===== src/rtl/psg_pkg.sv =====
// Shared definitions for the PSG write queue: FSM state encoding, SN76489
// register indices and the latch-flag bit position within a command byte.
package psg_pkg;

  typedef enum logic [1:0] {
    IDLE   = 2'd0,
    STROBE = 2'd1,
    GAP    = 2'd2
  } psg_wq_state_e;

  // Register index carried in a latch byte (bits 6:4 in psg_d order).
  localparam int T1_FREQ    = 0;
  localparam int T1_ATTN    = 1;
  localparam int T2_FREQ    = 2;
  localparam int T2_ATTN    = 3;
  localparam int T3_FREQ    = 4;
  localparam int T3_ATTN    = 5;
  localparam int NOISE_CTRL = 6;
  localparam int NOISE_ATTN = 7;

  // psg_d[7] reaches PSG D0: 1 = latch/data byte, 0 = data-only byte.
  localparam int LATCH_BIT = 7;

  function automatic logic [2:0] psg_reg_index(input logic [7:0] cmd);
    return cmd[6:4];
  endfunction

  function automatic logic psg_is_latch(input logic [7:0] cmd);
    return cmd[LATCH_BIT];
  endfunction

endpackage


===== src/rtl/psg_write_queue_if.sv =====
// CPU-side write port and PSG-side strobe bus of the PSG write queue.
// master: bus decode / PSG observer side; slave: the queue itself.
interface psg_write_queue_if;

  logic       cpu_wr;
  logic [7:0] cpu_d;
  logic       cpu_full;
  logic       cpu_empty;
  logic [7:0] psg_d;
  logic       psg_ce_n;
  logic       psg_we_n;

  modport master (
    output cpu_wr,
    output cpu_d,
    input  cpu_full,
    input  cpu_empty,
    input  psg_d,
    input  psg_ce_n,
    input  psg_we_n
  );

  modport slave (
    input  cpu_wr,
    input  cpu_d,
    output cpu_full,
    output cpu_empty,
    output psg_d,
    output psg_ce_n,
    output psg_we_n
  );

endinterface


===== src/rtl/psg_byte_fifo.sv =====
// DEPTH x 8 synchronous byte FIFO with registered occupancy count.
// A push while full is ignored even when a pop happens in the same cycle,
// so the full flag alone decides whether a CPU byte is accepted.
module psg_byte_fifo #(
  parameter int DEPTH = 8
) (
  input  logic                     clk,
  input  logic                     reset_n,
  input  logic                     i_push,
  input  logic                     i_pop,
  input  logic [7:0]               i_data,
  output logic [7:0]               o_head,
  output logic [$clog2(DEPTH):0]   o_count,
  output logic                     o_full,
  output logic                     o_empty
);

  localparam int AW = $clog2(DEPTH);

  logic [7:0]  r_mem [DEPTH];
  logic [AW-1:0] r_wr_ptr;
  logic [AW-1:0] r_rd_ptr;
  logic [AW:0]   r_count;
  logic          w_push_ok;
  logic          w_pop_ok;

  assign o_full    = (r_count == (AW+1)'(DEPTH));
  assign o_empty   = (r_count == '0);
  assign w_push_ok = i_push && !o_full;
  assign w_pop_ok  = i_pop && !o_empty;
  assign o_head    = r_mem[r_rd_ptr];
  assign o_count   = r_count;

  // Storage array; contents are don't-care until written, so no reset.
  always_ff @(posedge clk) begin
    if (w_push_ok) begin
      r_mem[r_wr_ptr] <= i_data;
    end
  end

  // Pointers wrap naturally at DEPTH; count tracks occupancy.
  always_ff @(posedge clk or negedge reset_n) begin
    if (!reset_n) begin
      r_wr_ptr <= '0;
      r_rd_ptr <= '0;
      r_count  <= '0;
    end else begin
      if (w_push_ok) begin
        r_wr_ptr <= r_wr_ptr + {{(AW-1){1'b0}}, 1'b1};
      end
      if (w_pop_ok) begin
        r_rd_ptr <= r_rd_ptr + {{(AW-1){1'b0}}, 1'b1};
      end
      case ({w_push_ok, w_pop_ok})
        2'b10:   r_count <= r_count + {{AW{1'b0}}, 1'b1};
        2'b01:   r_count <= r_count - {{AW{1'b0}}, 1'b1};
        default: r_count <= r_count;
      endcase
    end
  end

endmodule


===== src/rtl/psg_write_queue.sv =====
// PSG write queue: buffers full-rate CPU byte writes and replays them to the
// sn76489 as ce_n/we_n strobes held until qualified by the PSG clk_en, with
// GAP_TICKS clk_en ticks of spacing between accepted writes.
// Optional build macro PSG_WQ_OVERFLOW_EN adds a sticky overflow flag
// (cpu_ovf) with a clear input (cpu_ovf_clr); without it drops are silent.
//
// state  | meaning
// -------+-----------------------------------------------------------------
// IDLE   | no write in flight; pops the FIFO head when count > 0
// STROBE | ce_n/we_n low, psg_d stable; released on an edge with clk_en = 1
// GAP    | counting clk_en ticks down from GAP_TICKS before the next strobe
module psg_write_queue
  import psg_pkg::*;
#(
  parameter int DEPTH     = 8,
  parameter int GAP_TICKS = 2
) (
  input  logic clk,
  input  logic reset_n,
  input  logic clk_en,
  psg_write_queue_if.slave bus
`ifdef PSG_WQ_OVERFLOW_EN
  ,
  input  logic cpu_ovf_clr,
  output logic cpu_ovf
`endif
);

  localparam int          AW     = $clog2(DEPTH);
  localparam logic [3:0]  GAP_LD = 4'(GAP_TICKS);

  psg_wq_state_e r_state;
  psg_wq_state_e w_state_nxt;
  logic [3:0]    r_gap_cnt;
  logic [3:0]    w_gap_nxt;
  logic          r_ce_n;
  logic          w_ce_n_nxt;
  logic [7:0]    r_psg_d;
  logic          w_pop;
  logic [7:0]    w_head;
  logic [AW:0]   w_count;
  logic          w_full;
  logic          w_empty;

  psg_byte_fifo #(
    .DEPTH (DEPTH)
  ) u_fifo (
    .clk     (clk),
    .reset_n (reset_n),
    .i_push  (bus.cpu_wr),
    .i_pop   (w_pop),
    .i_data  (bus.cpu_d),
    .o_head  (w_head),
    .o_count (w_count),
    .o_full  (w_full),
    .o_empty (w_empty)
  );

  // State, gap timer, strobe and data registers; reset releases the strobe
  // immediately so the PSG never sees a partial write.
  always_ff @(posedge clk or negedge reset_n) begin
    if (!reset_n) begin
      r_state   <= IDLE;
      r_gap_cnt <= 4'd0;
      r_ce_n    <= 1'b1;
      r_psg_d   <= 8'h00;
    end else begin
      r_state   <= w_state_nxt;
      r_gap_cnt <= w_gap_nxt;
      r_ce_n    <= w_ce_n_nxt;
      if (w_pop) begin
        r_psg_d <= w_head;
      end
    end
  end

  // Next-state logic: pop in IDLE, hold strobe until clk_en, then count the
  // gap down to its terminal count. Leaving GAP always costs one IDLE cycle.
  always_comb begin
    w_state_nxt = r_state;
    w_gap_nxt   = r_gap_cnt;
    w_ce_n_nxt  = r_ce_n;
    w_pop       = 1'b0;
    case (r_state)
      IDLE: begin
        if (!w_empty) begin
          w_pop       = 1'b1;
          w_ce_n_nxt  = 1'b0;
          w_state_nxt = STROBE;
        end
      end
      STROBE: begin
        if (clk_en) begin
          w_ce_n_nxt = 1'b1;
          if (GAP_TICKS == 0) begin
            w_state_nxt = IDLE;
          end else begin
            w_state_nxt = GAP;
            w_gap_nxt   = GAP_LD;
          end
        end
      end
      GAP: begin
        if (clk_en) begin
          if (r_gap_cnt <= 4'd1) begin
            w_gap_nxt   = 4'd0;
            w_state_nxt = IDLE;
          end else begin
            w_gap_nxt = r_gap_cnt - 4'd1;
          end
        end
      end
      default: begin
        w_ce_n_nxt  = 1'b1;
        w_gap_nxt   = 4'd0;
        w_state_nxt = IDLE;
      end
    endcase
  end

`ifdef PSG_WQ_OVERFLOW_EN
  logic r_ovf;
  logic w_drop;

  assign w_drop  = bus.cpu_wr && w_full;
  assign cpu_ovf = r_ovf;

  // Sticky drop flag; a drop in the same cycle as a clear keeps it set.
  always_ff @(posedge clk or negedge reset_n) begin
    if (!reset_n) begin
      r_ovf <= 1'b0;
    end else if (w_drop) begin
      r_ovf <= 1'b1;
    end else if (cpu_ovf_clr) begin
      r_ovf <= 1'b0;
    end
  end
`endif

  assign bus.cpu_full  = w_full;
  assign bus.cpu_empty = (w_count == '0) && (r_state == IDLE);
  assign bus.psg_d     = r_psg_d;
  assign bus.psg_ce_n  = r_ce_n;
  assign bus.psg_we_n  = r_ce_n;

endmodule


===== src/flat_wrapper.sv =====
// flat-port wrapper written by rule: the top's interface ports become plain ports
module psg_write_queue_flat import psg_pkg::*;
#(
  parameter int DEPTH     = 8,
  parameter int GAP_TICKS = 2
)
  (clk, reset_n, clk_en, bus_cpu_wr, bus_cpu_d, bus_cpu_full, bus_cpu_empty, bus_psg_d, bus_psg_ce_n, bus_psg_we_n);
  psg_write_queue_if bus_i ();
  input  logic clk;
  input  logic reset_n;
  input  logic clk_en;
  input wire logic [$bits(bus_i.cpu_wr)-1:0] bus_cpu_wr;
  input wire logic [$bits(bus_i.cpu_d)-1:0] bus_cpu_d;
  output wire logic [$bits(bus_i.cpu_full)-1:0] bus_cpu_full;
  output wire logic [$bits(bus_i.cpu_empty)-1:0] bus_cpu_empty;
  output wire logic [$bits(bus_i.psg_d)-1:0] bus_psg_d;
  output wire logic [$bits(bus_i.psg_ce_n)-1:0] bus_psg_ce_n;
  output wire logic [$bits(bus_i.psg_we_n)-1:0] bus_psg_we_n;
  assign bus_i.cpu_wr = bus_cpu_wr;
  assign bus_i.cpu_d = bus_cpu_d;
  assign bus_cpu_full = bus_i.cpu_full;
  assign bus_cpu_empty = bus_i.cpu_empty;
  assign bus_psg_d = bus_i.psg_d;
  assign bus_psg_ce_n = bus_i.psg_ce_n;
  assign bus_psg_we_n = bus_i.psg_we_n;
  psg_write_queue #(.DEPTH(DEPTH), .GAP_TICKS(GAP_TICKS)) u_core (.clk(clk), .reset_n(reset_n), .clk_en(clk_en), .bus(bus_i));
endmodule

===== config.mk =====
export PLATFORM = sky130hd
export DESIGN_NAME = psg_write_queue_flat
export DESIGN_NICKNAME = d
export VERILOG_FILES = /design/src/rtl/psg_pkg.sv /design/src/rtl/psg_write_queue_if.sv /design/src/rtl/psg_byte_fifo.sv /design/src/rtl/psg_write_queue.sv /design/src/flat_wrapper.sv
export SDC_FILE = /design/constraint.sdc
export NUM_CORES = 1
export LEC_CHECK = 0
export BUFFER_PORTS_ARGS = -buffer_cell sky130_fd_sc_hd__buf_2
export CAP_MARGIN = 25
export CORE_MARGIN = 4
export CORE_UTILIZATION = 32
export CTS_CLUSTER_DIAMETER = 40
export DETAILED_ROUTE_END_ITERATION = 16
export SLEW_MARGIN = 5
export SYNTH_ARGS = -nofsm -noshare
export SYNTH_HDL_FRONTEND = slang
export SYNTH_SLANG_ARGS = --single-unit

===== constraint.sdc =====
create_clock -name clk -period 3.25 [get_ports clk]
set_clock_uncertainty 0.1 [all_clocks]
set_input_delay 0 -clock clk [delete_from_list [all_inputs] [get_ports clk]]
set_output_delay 0 -clock clk [all_outputs]
set_load 0.02 [all_outputs]

# Word level (Yosys, flattened, before mapping)
# Memory sizes are Yosys's and may differ from the RTL's. A register that Yosys moved wholly into a read port is not among the register bits.
# Index checks and enable logic that the tools add are counted.
op_classes:
  add_sub_neg: 5
  mul: 0
  div_mod_pow: 0
  order_cmp: 1
  eq_ne: 9
  shifts: 0
  mux: 17
  bitwise_logic: 2
  n_reduce_logical: 12
ops:
  columns: ["operator", "n"]
  rows:
  - ["$mux 4", 3]
  - ["$pmux 4 s3", 1]
  - ["$mux 2", 4]
  - ["$pmux 4 s2", 1]
  - ["$sub 4x1->4 const B", 2]
  - ["$add 3x1->3 const B", 2]
  - ["$mux 1", 6]
  - ["$ne 2x2->1 const B", 3]
  - ["$pmux 2 s3", 1]
  - ["$reduce_and 3->1", 2]
  - ["$add 4x1->4 const B", 1]
  - ["$eq 2x1->1 const B", 2]
  - ["$eq 2x2->1 const B", 2]
  - ["$eq 4x4->1 const B", 1]
  - ["$le 4x1->1 const B", 1]
  - ["$logic_not 4->1", 1]
  - ["$reduce_and 4->1", 1]
  - ["$logic_and 1x1->1", 3]
  - ["$logic_not 1->1", 3]
  - ["$pmux 1 s3", 1]
  - ["$logic_not 2->1", 1]
  - ["$ne 2x1->1 const B", 1]
  - ["$not 1->1", 2]
  - ["$reduce_bool 2->1", 1]
totals:
  regBits: 17
  latch_bits: 0
  ram_bits: 64
  mem_bits_ro: 0
  out_inout_bits: 12
  word_cells: 53
  mem_count: 1
mem_list:
  columns: ["memory", "words", "word_bits", "read_ports", "rd_ports_with_merged_regs", "write_ports", "line_no", "text"]
  rows:
  - ["u_core.u_fifo.r_mem", 8, 8, 1, 1, 1, "psg_byte_fifo.sv:20", "logic [7:0] r_mem [DEPTH];"]

# Depth between registers and ports, before layout
# Gate-level depths: netlist of the first run.
logic_depth:
  word_depth: 6
  mapped_depth: 12

# Hierarchy
# Synthesis of the first run repeated with hierarchy kept, for this count alone.
unflattened:
  hier_cells: 227
  area_unflattened_um2: 3921.3
modules_own_cells:
  columns: ["mod", "instances", "cells_per_inst", "area_each_um2", "seq_area_each_um2"]
  rows:
  - ["psg_byte_fifo", 1, 160, 3124.2, 2172.1]
  - ["psg_write_queue", 1, 67, 797.0, 376.6]

# Least setup slack after synthesis of the first run
# No wires, ideal clock.
synth_timing:
  path_type: "flip-flop to flip-flop"
  startpoint: "register u_core.u_fifo.r_count[1], in the netlist u_core.u_fifo.o_count[1]"
  endpoint: "register u_core.u_fifo.r_count[2], in the netlist u_core.u_fifo.o_count[2]"
  t_arrival_ns: 2.107
  required_ns: 3.023
  slack_ns: 0.916
  stages_incl_launch_ff: 12
  n_path_buf: 1
  synth_period_minus_slack_ns: 2.334
  path_cell_list: "dfrtp_1 nor4_2 nand2b_1 buf_4 inv_2 ha_1 xor2_1 ha_1 a21oi_1 xor2_1 nor2_1 xor2_1"
synth_between:
  elab_chain_cells: 6
  word_cells_on_any_way: 14
  cone_classes: "add/sub (2); eq/ne (3); mux (3); reduce/logical (6)"
synth_lines:
  columns: ["element", "line_no", "text"]
  rows:
  - ["from (decl)", "psg_byte_fifo.sv:23", "logic [AW:0] r_count;"]
  - ["from (signal assigned)", "psg_byte_fifo.sv:55", "2'b10: r_count <= r_count + {{AW{1'b0}}, 1'b1};"]
  - ["from (signal assigned)", "psg_byte_fifo.sv:56", "2'b01: r_count <= r_count - {{AW{1'b0}}, 1'b1};"]
  - ["from (signal assigned)", "psg_byte_fifo.sv:57", "default: r_count <= r_count;"]
  - ["$logic_not 4->1 (*)", "psg_byte_fifo.sv:28", "assign o_empty = (r_count == '0);"]
  - ["$mux 1 (*)", "psg_write_queue.sv:86", "if (!w_empty) begin"]
  - ["$mux 1 (*)", "psg_write_queue.sv:84", "case (r_state)"]
  - ["via u_core.u_fifo.i_pop", "psg_byte_fifo.sv:10", "input logic i_pop,"]
  - ["$logic_and 1x1->1 (*)", "psg_byte_fifo.sv:30", "assign w_pop_ok = i_pop && !o_empty;"]
  - ["$eq 2x1->1 or $eq 2x2->1 (tied branches)", "psg_byte_fifo.sv:54", "case ({w_push_ok, w_pop_ok})"]
  - ["$pmux 4 s2 or $reduce_bool 2->1 (tied branches)", null, null]
# Mark *: on every way through the listed nets, which the timed path passes. The rest lies on a longest branch.
# A chain may end at the register's enable or synchronous reset.

# Worst setup path after layout of the first run
layout_timing:
  startpoint: "register u_core.u_fifo.r_count[1], in the netlist u_core.u_fifo.o_count[1]"
  endpoint: "register u_core.u_fifo.r_count[2], in the netlist u_core.u_fifo.o_count[2]"
layout_between:
  elab_chain_cells: 6
  word_cells_on_any_way: 14
  cone_classes: "add/sub (2); eq/ne (3); mux (3); reduce/logical (6)"
layout_lines:
  columns: ["element", "line_no"]
  rows:
  - ["$logic_not 4->1", "psg_byte_fifo.sv:28"]
  - ["$mux 1", "psg_write_queue.sv:86"]
  - ["$mux 1", "psg_write_queue.sv:84"]
  - ["$logic_and 1x1->1", "psg_byte_fifo.sv:30"]
  - ["$eq 2x1->1 or $eq 2x2->1 (tied branches)", "psg_byte_fifo.sv:54"]
  - ["$pmux 4 s2 or $reduce_bool 2->1 (tied branches)", null]
# Several ways; a longest one is shown, not always the timed one.

==> reports/results.tsv, run 1 <==
stage	metric	value	unit
clock_network	insertion_delay	330	ps
critical_path	path_cells	nor3_1 > a21boi_1 > inv_1 > ha_1 > xor2_1 > ha_1 > a21oi_1 > xor2_1 > nor2_1 > xor2_1	
place	placed_cells	419	
finish	drive_above_1_share	23.9	%
timing	finalHoldViolCount	0	
place	preCtsSetupSlack	749	ps
die	initial_core_util	33.1	%
synthesis	synth_nets	277	
critical_path	cp_max_fo	7	
synthesis	ys_types	42	
synthesis	avgSynthCellArea	15.1	µm²
global_route	grt_pass1_vias	2103	
finish	nets	320	
clock_network	cts_sinks	89	
synthesis	syn_area	3830	µm²
routing	wirelength	6.72	mm
global_route	grt_pass1_wl	10.8	mm
die	core.rowCount	39	
hold_path	hold_start	bus_cpu_wr	
finish	design_area	4460	µm²
routing	num_vias	2091	
critical_path	start_kind	flop	
clock_network	ctsHoldBuffers	9	
routing	ant_nets	0	
finish	final_util	38.5	%
global_route	antenna_found_initial	0	
clock_network	cts_setup_buffers	0	
timing	fmax	0.404	GHz
timing	final-max-slew-violation-count	0	
critical_path	cpMostUsedCell	xor2_1	
synthesis	yosysWarnings	0	
timing	hold_ws	33.9	ps
die	die-width	117	µm
finish	syn_to_final_growth	16.4	%
die	core	11600	µm²
synthesis	synth_seq_cells	89	
global_route	grt_overflow	0	
place	gp_congestion	0.765	
hold_path	hold_end	u_core.u_fifo.r_wr_ptr[0]	
timing	period_share	76.2	%
critical_path	cp-end-kind	flop	
critical_path	arrival	2590	ps
critical_path	ff2ff_setup_slack	770	ps
critical_path	reg2reg_to	u_core.u_fifo.o_count[2]	
timing	fin_crit	2480	ps
place	placed_area	4100	µm²
finish	instances_no_fill	444	
global_route	grt_use_total	10.0	%
timing	slew_headroom	45.9	%
flow_run	drv_cap	0	
synthesis	async_flop_share	28.1	%
pwr	power	4.06	mW
run_status	outcome	completed	
timing	worst_pin_slew	809	ps
finish	num_antenna_cells	0	
critical_path	critPathMaxStageDelay	450	ps
clock_network	cts_max_level	3	
clock_network	clk_transition_reported_paths	60	ps
synthesis	synth_enable_flop_cells	64	
routing	wire_per_inst	15.1	µm
global_route	grt_max_degree	35	
critical_path	critPathLaunch	u_core.u_fifo.o_count[1]	
hold_path	hp-class	input port to flop	
clock_network	cts-buffers-inserted	9	
routing	drt_pass1_iterations	4	
critical_path	crit_path_top_delay_cell	dfrtp_1	
clock_network	clock_path_buffers	2	
die	die_h	117	µm
synthesis	yosysSeqAreaShare	66.6	%
timing	fin_ws	774	ps
pwr	leakagePower	1.73	nW
pwr	ir_worst_vdd	0.000288	V
synthesis	synth-main-ff-cell	edfxtp_1	
die	dieArea	13800	µm²
routing	drt_iter0_drc	143	
clock_network	cts_root_buffer	clkbuf_16	
place	place_hpwl	4.37	mm
pwr	power_per_cell_area	911	nW/µm²
timing	rsz0062_at_grt	false	
die	boundaryPins	24	
clock_network	cts_tree	built	
critical_path	worstPathRequired	3360	ps
critical_path	reg2reg_depth	10	
place	io_buffers	23	
clock_network	cts_resized	0	
hold_path	hold_depth	3	
timing	tns	0	ps
routing	drc	0	
critical_path	critical_path_class	flop to flop	
synthesis	netlist_instances	253	
critical_path	r2r-start	u_core.u_fifo.o_count[1]	
timing	setup_violations	0	
routing	vias_per_cell	4.71	
## area by class of cell
class,instances,area (µm²)
Tap cell,143,179
Clock inverter,6,41.3
Multi-Input combinational cell,149,1160
Clock buffer,10,229
Inverter,6,22.5
Timing Repair Buffer,41,273
Fill cell,1056,7110
Sequential cell,89,2550
## cell usage in the layout, fill, tap and decap left out, types with 7 or more instances in the layout
cell,n
buf_2,23
clkbuf_16,9
a221o_1,8
mux2i_1,16
dlygate4sd3_1,9
dfrtp_1,24
o22ai_1,9
mux2_2,20
o21ai_1,7
ha_1,12
nand2_1,20
edfxtp_1,64
buf_4,9
## kinds of logic after synthesis
kind of cell	after synthesis	share of synthesized area (%)
xor gates and xnor gates	9	2.06
DFF	89	66.6
buffers and inverters	15	3.01
adders and majority gates	12	3.92
muxes	36	10.1
AOI/OAI and AO/OA	40	7.42
and+or+nand+nor	52	6.93
## metal layers
metal  vias up  wire, µm  global-route usage, %
met1      1009      3060                   12.3
met2        36      3270                   16.6
li1       1038         -                      -
met3         8       272                   2.65
met5         -         0                      0
met4         0       121                   4.62
## cell usage after synthesis (all sizes together), types with 2 or more instances
cell type | number | area, µm²
nand2 | 20 | 75.1
a221o | 8 | 80.1
nor2b | 5 | 31.3
a21oi | 2 | 10.0
nor3 | 5 | 25.0
o21ai | 12 | 63.8
mux2 | 20 | 225
o22ai | 9 | 56.3
nand3b | 2 | 15.0
xor2 | 5 | 43.8
and2 | 2 | 12.5
ha | 12 | 150
mux2i | 16 | 160
buf | 8 | 88.8
edfxtp | 64 | 1920
o31ai | 2 | 15.0
nor4 | 2 | 18.8
xnor2 | 4 | 35.0
nand2b | 6 | 37.5
dfrtp | 24 | 601
nor2 | 6 | 22.5
inv | 6 | 22.5
## worst max-delay path, delay by kind of cell, from the launching register on
family / cells / cell delay, ps
fa+ha+maj: 2 / 470
simple gates: 2 / 170
buf+inv: 1 / 190
flops: 1 / 450
xor+xnor: 3 / 480
compound gates: 2 / 490
## state kept, by name, summed over array words and instances, names as in the netlist
name,count
u_core.u_fifo.r_wr_ptr,3
u_core.u_fifo.r_mem,64
u_core.bus.psg_ce_n,1
u_core.u_fifo.o_count,4
u_core.bus.psg_d,8
u_core.r_state,2
u_core.r_gap_cnt,4
u_core.u_fifo.r_rd_ptr,3
## how the worst max path moves through the flow
stage                               endpoint  slack, ps  cells past startpoint
global route        u_core.u_fifo.o_count[2]        540                     10
floorplan           u_core.u_fifo.o_count[2]        920                     11
global placement    u_core.u_fifo.o_count[2]        840                     10
finish              u_core.u_fifo.o_count[2]        770                     10
CTS                 u_core.u_fifo.o_count[2]        750                     10
detailed placement  u_core.u_fifo.o_count[2]        750                     10
## report_power, final
group | total, mW | switching, mW | internal, mW | leakage [nW]
Combinational | 1.46 | 0.820 | 0.643 | 0.704
Clock | 0.932 | 0.412 | 0.520 | 0.137
Sequential | 1.67 | 0.164 | 1.50 | 0.886
Note: power is estimated with default switching activity, not from simulation.
==> run 2, diff against run 1 <==
- clock period: 3.25 -> 2.4 ns (I/O delays scaled with it)
==> run 2 against run 1 <==
Maximum frequency rose by 10%. Non-clock buffer count is 3 higher. Sequential share of layout area shrank 0.92 points. Worst hold slack lost 2.2 ps. Utilization increased by 0.63 points. Sequential power rose by 35%. Wire length shrank 2.4%. Via count rose by 1.1%. Clock power rose by 45%. Total power grew 40%. Flip-flop and latch count unchanged. Design area up 1.6%. Highest routed layer unchanged.
==> reports/results.tsv, run 2 (synthesis gave the netlist of run 1 again) <==
stage	metric	value	unit
finish	syn_to_final_growth	18.3	%
critical_path	cp-end-kind	flop	
routing	wirelength	6.56	mm
run_status	outcome	completed	
routing	num_vias	2115	
pwr	power_per_cell_area	1250	nW/µm²
routing	drt_pass1_iterations	4	
clock_network	cts_setup_buffers	0	
timing	period_share	93.6	%
die	core.rowCount	39	
timing	tns	0	ps
routing	drt_iter0_drc	108	
finish	largest_reg_flops	64	
global_route	antenna_found_initial	0	
place	placed_cells	422	
finish	fillers	1068	
place	gp_congestion	0.777	
finish	drive_above_1_share	25.0	%
timing	rsz0062_at_grt	false	
finish	instances_no_fill	447	
place	io_buffers	23	
clock_network	clk_transition_reported_paths	60	ps
global_route	grt_use_total	10.1	%
pwr	power	5.67	mW
global_route	grt_overflow	0	
global_route	grt_pass1_vias	2121	
clock_network	cts_sinks	89	
routing	drc	0	
pwr	p_sw_share	33.4	%
pwr	pwr-share-comb	36.4	%
clock_network	cts_tree	built	
pwr	ir_worst_vdd	0.000440	V
die	initial_core_util	33.1	%
pwr	leakagePower	1.75	nW
timing	slew_headroom	50.1	%
finish	nets	323	
die	dieArea	13800	µm²
clock_network	cts_max_level	3	
timing	setup_violations	0	
timing	fin_crit	2250	ps
critical_path	arrival	2350	ps
critical_path	start_kind	flop	
finish	final_common_cell	edfxtp_1	
pwr	pwr-share-clk	23.9	%
pwr	p_sw	1.89	mW
routing	wire_per_inst	14.7	µm
routing	vias_per_cell	4.73	
finish	regMostFlops	u_core.u_fifo.r_mem	
die	core	11600	µm²
critical_path	cp_max_fo	4	
finish	layout_common_cells	edfxtp_1, dfrtp_1, buf_2, nand2_1, mux2_2	
clock_network	cts_root_buffer	clkbuf_16	
pwr	p_int	3.77	mW
die	boundaryPins	24	
timing	final-max-slew-violation-count	0	
die	die-width	117	µm
clock_network	clock_path_buffers	2	
critical_path	critical_path_class	flop to flop	
critical_path	worstPathRequired	2500	ps
clock_network	insertion_delay	330	ps
timing	finalHoldViolCount	0	
hold_path	hp-class	input port to flop	
place	place_hpwl	4.32	mm
flow_run	drv_cap	0	
pwr	seqPwrFrac	39.7	%
die	die_h	117	µm
timing	worst_pin_slew	746	ps
timing	fmax	0.445	GHz
routing	ant_nets	0	
global_route	grt_pass1_wl	10.8	mm
global_route	grt_max_degree	35	
finish	num_antenna_cells	0	
clock_network	cts-buffers-inserted	9	
run 2: changes by cell type in the layout (fill, tap and decap cells not counted), sizes merged:
| cell | previous run | this run |
|---|---|---|
| clkbuf | 10 | 12 |
| inv | 8 | 7 |
| buf | 32 | 35 |
| bufinv | 0 | 1 |
| clkinv | 4 | 2 |
run 2: power by group through the flow:
stage	logic (mW)	registers (mW)	clock network (mW)
5_1_grt	2.31	2.30	1.46
4_1_cts	2.10	2.24	1.39
3_5_place_dp	2.08	2.27	0
3_3_place_gp	2.05	2.26	0
6_report	2.06	2.25	1.35
2_1_floorplan	1.52	2.35	0
run 2: per-stage QoR:
| stage | setup slack [ps] | cell area [µm²] | util, % | hold WS, ps |
|---|---|---|---|---|
| floorplan | 65.7 | 3830 | - | -396 |
| global placement | 120 | 4130 | 35.7 | -51.4 |
| detailed placement | 85.1 | 4130 | 35.7 | -51.8 |
| CTS | 58.1 | 4510 | 39.0 | 29.5 |
| global route | 6.83 | 4530 | 39.2 | 71.6 |
| finish | 154 | 4530 | 39.2 | 31.7 |
run 2: path summary, 6_finish.rpt:
kind,from,to,slack [ps],cells after the start
hold reg to reg,u_core.bus.psg_d[0],u_core.bus.psg_d[0],370,2
setup / recovery,u_core.u_fifo.o_count[3],u_core.u_fifo.o_count[2],150,10
hold / removal,clk_en,u_core.bus.psg_ce_n,30,4
setup reg to reg,u_core.u_fifo.o_count[3],u_core.u_fifo.o_count[2],150,10
max in group asynchronous,reset_n,u_core.bus.psg_d[0],1700,2
min in group asynchronous,reset_n,u_core.u_fifo.r_wr_ptr[0],110,2
run 2: worst max-delay path: stages (launching register included):
cell	delay, ps
dfrtp_1	430
nor4_4	280
nand2b_1	180
inv_2	60
ha_2	210
xor2_1	160
ha_1	180
a21oi_1	140
xor2_1	170
nor2_1	70
xor2_1	140
run 2: area by class of cell:
cell class / instances / area (µm²) / share of cell area, %
Clock buffer: 12 / 236 / 5.22
Clock inverter: 4 / 52.6 / 1.16
Inverter: 6 / 22.5 / 0.497
Multi-Input combinational cell: 149 / 1180 / 26.1
Sequential cell: 89 / 2550 / 56.3
Tap cell: 143 / 179 / 3.95
Timing Repair Buffer: 44 / 308 / 6.80
run 2: what timing repair did:
item | in CTS | in global routing
endpoints found under the setup margin | 0 | 1
hold endpoints to repair | 89 | 0
gates resized for setup | 0 | 4
hold buffers | 9 | 0
run 2: metal layers:
metal	GRT usage, %	wire, µm	share of wire [%]	vias up
li1	-	-	-	1047
met1	12.5	3040	46	1032
met2	16.5	3190	49	31
met3	3.22	262	4.0	5
met4	3.96	71	1.1	0
met5	0	0	0	-
==> run 3, diff against run 2 <==
- SYNTH_HIERARCHICAL: not set -> 1
==> run 3 against run 2 <==
The run now ends with negative setup slack left. Maximum frequency is 7.1% lower. Setup slack worse by 170 ps. Clock-buffer cell count shrank 2. Largest power group is now combinational logic. Synthesized cell count is 10% lower. First-iteration DRC count fell by 28%. Global-route usage is 1.6 points higher. Via count rose by 3.5%.
==> reports/results.tsv, run 3 <==
stage	metric	value	unit
place	placed_area	4440	µm²
routing	wire_per_inst	17.1	µm
critical_path	cp-end-kind	flop	
hold_path	hp-class	input port to asynchronous set/reset pin	
place	gp_congestion	0.753	
die	initial_core_util	32.6	%
place	io_buffers	23	
timing	final-max-slew-violation-count	0	
clock_network	clock_path_buffers	2	
synthesis	async_flop_share	28.1	%
pwr	power_per_cell_area	1290	nW/µm²
routing	num_vias	2189	
die	die-width	119	µm
timing	tns	-17.1	ps
critical_path	r2r-start	u_core/u_fifo/o_count[2]	
clock_network	cts-buffers-inserted	9	
pwr	power	6.41	mW
timing	worst_pin_slew	911	ps
timing	finalHoldViolCount	0	
routing	drc	0	
timing	hold_ws	132	ps
synthesis	yosysSeqAreaShare	65.0	%
die	boundaryPins	24	
timing	period_share	101	%
global_route	grt_pass1_wl	12.5	mm
clock_network	insertion_delay	340	ps
routing	drt_pass1_iterations	4	
finish	multiInputGateArea	1370	µm²
synthesis	yosysMostFrequentCell	edfxtp_1	
die	die_h	119	µm
synthesis	synth_seq_cells	89	
finish	design_area	4970	µm²
clock_network	cts_sinks	89	
run_status	outcome	complete, but fails checks	
finish	largest_reg_flops	64	
routing	wirelength	7.73	mm
clock_network	cts_root_buffer	clkbuf_16	
finish	drive_above_1_share	38.9	%
critical_path	arrival	2530	ps
synthesis	syn_area	3920	µm²
critical_path	reg2reg_depth	8	
synthesis	ys_top_cells_by_count	edfxtp_1, dfrtp_1, mux2_2	
synthesis	netlist_top_cells_area	edfxtp_1, dfrtp_1, mux4_1	
die	core	12000	µm²
critical_path	start_kind	flop	
global_route	grt_pass1_vias	2373	
global_route	grt_use_total	11.7	%
finish	nets	327	
synthesis	yosysWarnings	6	
timing	slew_headroom	39.0	%
synthesis	ys_types	46	
clock_network	cts_max_level	3	
finish	instances_no_fill	453	
synthesis	synth_top_area_share	49.0	%
finish	layout_common_cells	edfxtp_1, buf_4, buf_2, dfrtp_1, mux2_2	
clock_network	cts_tree	built	
finish	regMostFlops	u_core/u_fifo/r_mem	
place	placed_cells	416	
synthesis	avgSynthCellArea	17.3	µm²
clock_network	clk_transition_reported_paths	60	ps
timing	fin_crit	2420	ps
routing	ant_nets	0	
critical_path	cp_max_fo	4	
critical_path	ff2ff_setup_slack	-20	ps
timing	setup_violations	1	
global_route	grt_max_degree	26	
finish	syn_to_final_growth	26.9	%
place	place_hpwl	4.96	mm
global_route	grt_overflow	0	
finish	fillers	1101	
die	dieArea	14100	µm²
critical_path	critPathLaunch	u_core/u_fifo/o_count[2]	
critical_path	worstPathRequired	2510	ps
finish	final_util	41.4	%
routing	drt_iter0_drc	78	
critical_path	endpoint	u_core/u_fifo/o_count[3]	
place	preCtsSetupSlack	-42.2	ps
critical_path	reg2reg_to	u_core/u_fifo/o_count[3]	
finish	final_common_cell	edfxtp_1	
pwr	leakagePower	1.91	nW
synthesis	synth-main-ff-cell	edfxtp_1	
synthesis	synth_nets	252	
finish	regArea	2550	µm²
flow_run	drv_cap	0	
run_status	violations	negative setup slack	
synthesis	yosys.area.top_type	edfxtp_1	
finish	num_antenna_cells	0	
synthesis	netlist_instances	227	
synthesis	synth_enable_flop_cells	64	
global_route	antenna_found_initial	0	
timing	fin_ws	-17.1	ps
critical_path	critical_path_class	flop to flop	
routing	vias_per_cell	4.83	
timing	rsz0062_at_grt	true	
timing	fmax	0.414	GHz
die	core.rowCount	40	
pwr	ir_worst_vdd	0.000560	V
run 3: cell types whose count changed after synthesis, moves of 4 or more:
cell	previous run	this run
o22ai_1	9	0
mux2i_1	16	1
xor2_1	5	1
nor2b_1	5	1
inv_1	5	13
nand2b_1	6	2
a221o_1	8	0
nand2_1	20	11
mux4_1	0	16
o21ai_1	7	0
run 3: kinds of logic after synthesis:
| group | count (synthesis) | synth area share [%] |
|---|---|---|
| xor gates and xnor gates | 6 | 1.34 |
| DFF | 89 | 65.0 |
| buffers and inverters | 21 | 2.81 |
| adders and majority gates | 13 | 4.34 |
| muxes | 37 | 16.7 |
| and+or+nand+nor | 43 | 6.09 |
| AOI/OAI and AO/OA | 18 | 3.70 |
run 3: worst max-delay path, stage by stage (launching register included):
cell and delay, ps:
dfrtp_2 430, buf_12 140, o41ai_4 390, inv_2 100
ha_4 200, ha_4 240, or4b_4 500, o311ai_4 80
o211ai_1 120
run 3: worst min path at each step:
stage / from / endpoint / slack (ps) / cells after the start
2_1_floorplan: reset_n / u_core/bus.psg_d[0] / -400 / 0
3_3_place_gp: reset_n / u_core/u_fifo/o_count[1] / -30 / 1
3_5_place_dp: reset_n / u_core/u_fifo/o_count[1] / -20 / 1
4_1_cts: reset_n / u_core/bus.psg_d[0] / 160 / 2
5_1_grt: reset_n / u_core/r_gap_cnt[0] / 200 / 2
6_report: reset_n / u_core/r_gap_cnt[1] / 130 / 2
run 3: area by class of cell:
| cell class | instances | area share (%) |
|---|---|---|
| Multi-Input combinational cell | 117 | 27.6 |
| Inverter | 13 | 0.981 |
| Sequential cell | 89 | 51.3 |
| Tap cell | 147 | 3.70 |
| Timing Repair Buffer | 72 | 10.7 |
| Clock inverter | 5 | 1.18 |
| Clock buffer | 10 | 4.60 |
run 3: layer usage:
layer / track usage [%] / up-vias / part of all wire [%]
met2: 20.2 / 29 / 52
met4: 3.69 / 0 / 1.5
met5: 0 / - / 0
li1: - / 1038 / -
met3: 3.30 / 10 / 2.8
met1: 14.1 / 1112 / 43
run 3: timing repair:
item / in CTS / in global routing
hold buffers: 11 / 0
gates cloned: 0 / 0
hold endpoints to repair: 90 / 0
setup endpoints to repair: 1 / 3
resized for setup: 5 / 4
setup buffers: 9 / 2
pin swaps: 8 / 0
run 3: report_power, final:
group	leakage (nW)	switching, mW	total (mW)	internal [mW]
Clock	0.136	0.568	1.37	0.801
Combinational	0.897	1.29	2.78	1.49
Sequential	0.881	0.222	2.26	2.04
Total	1.91	2.08	6.41	4.33
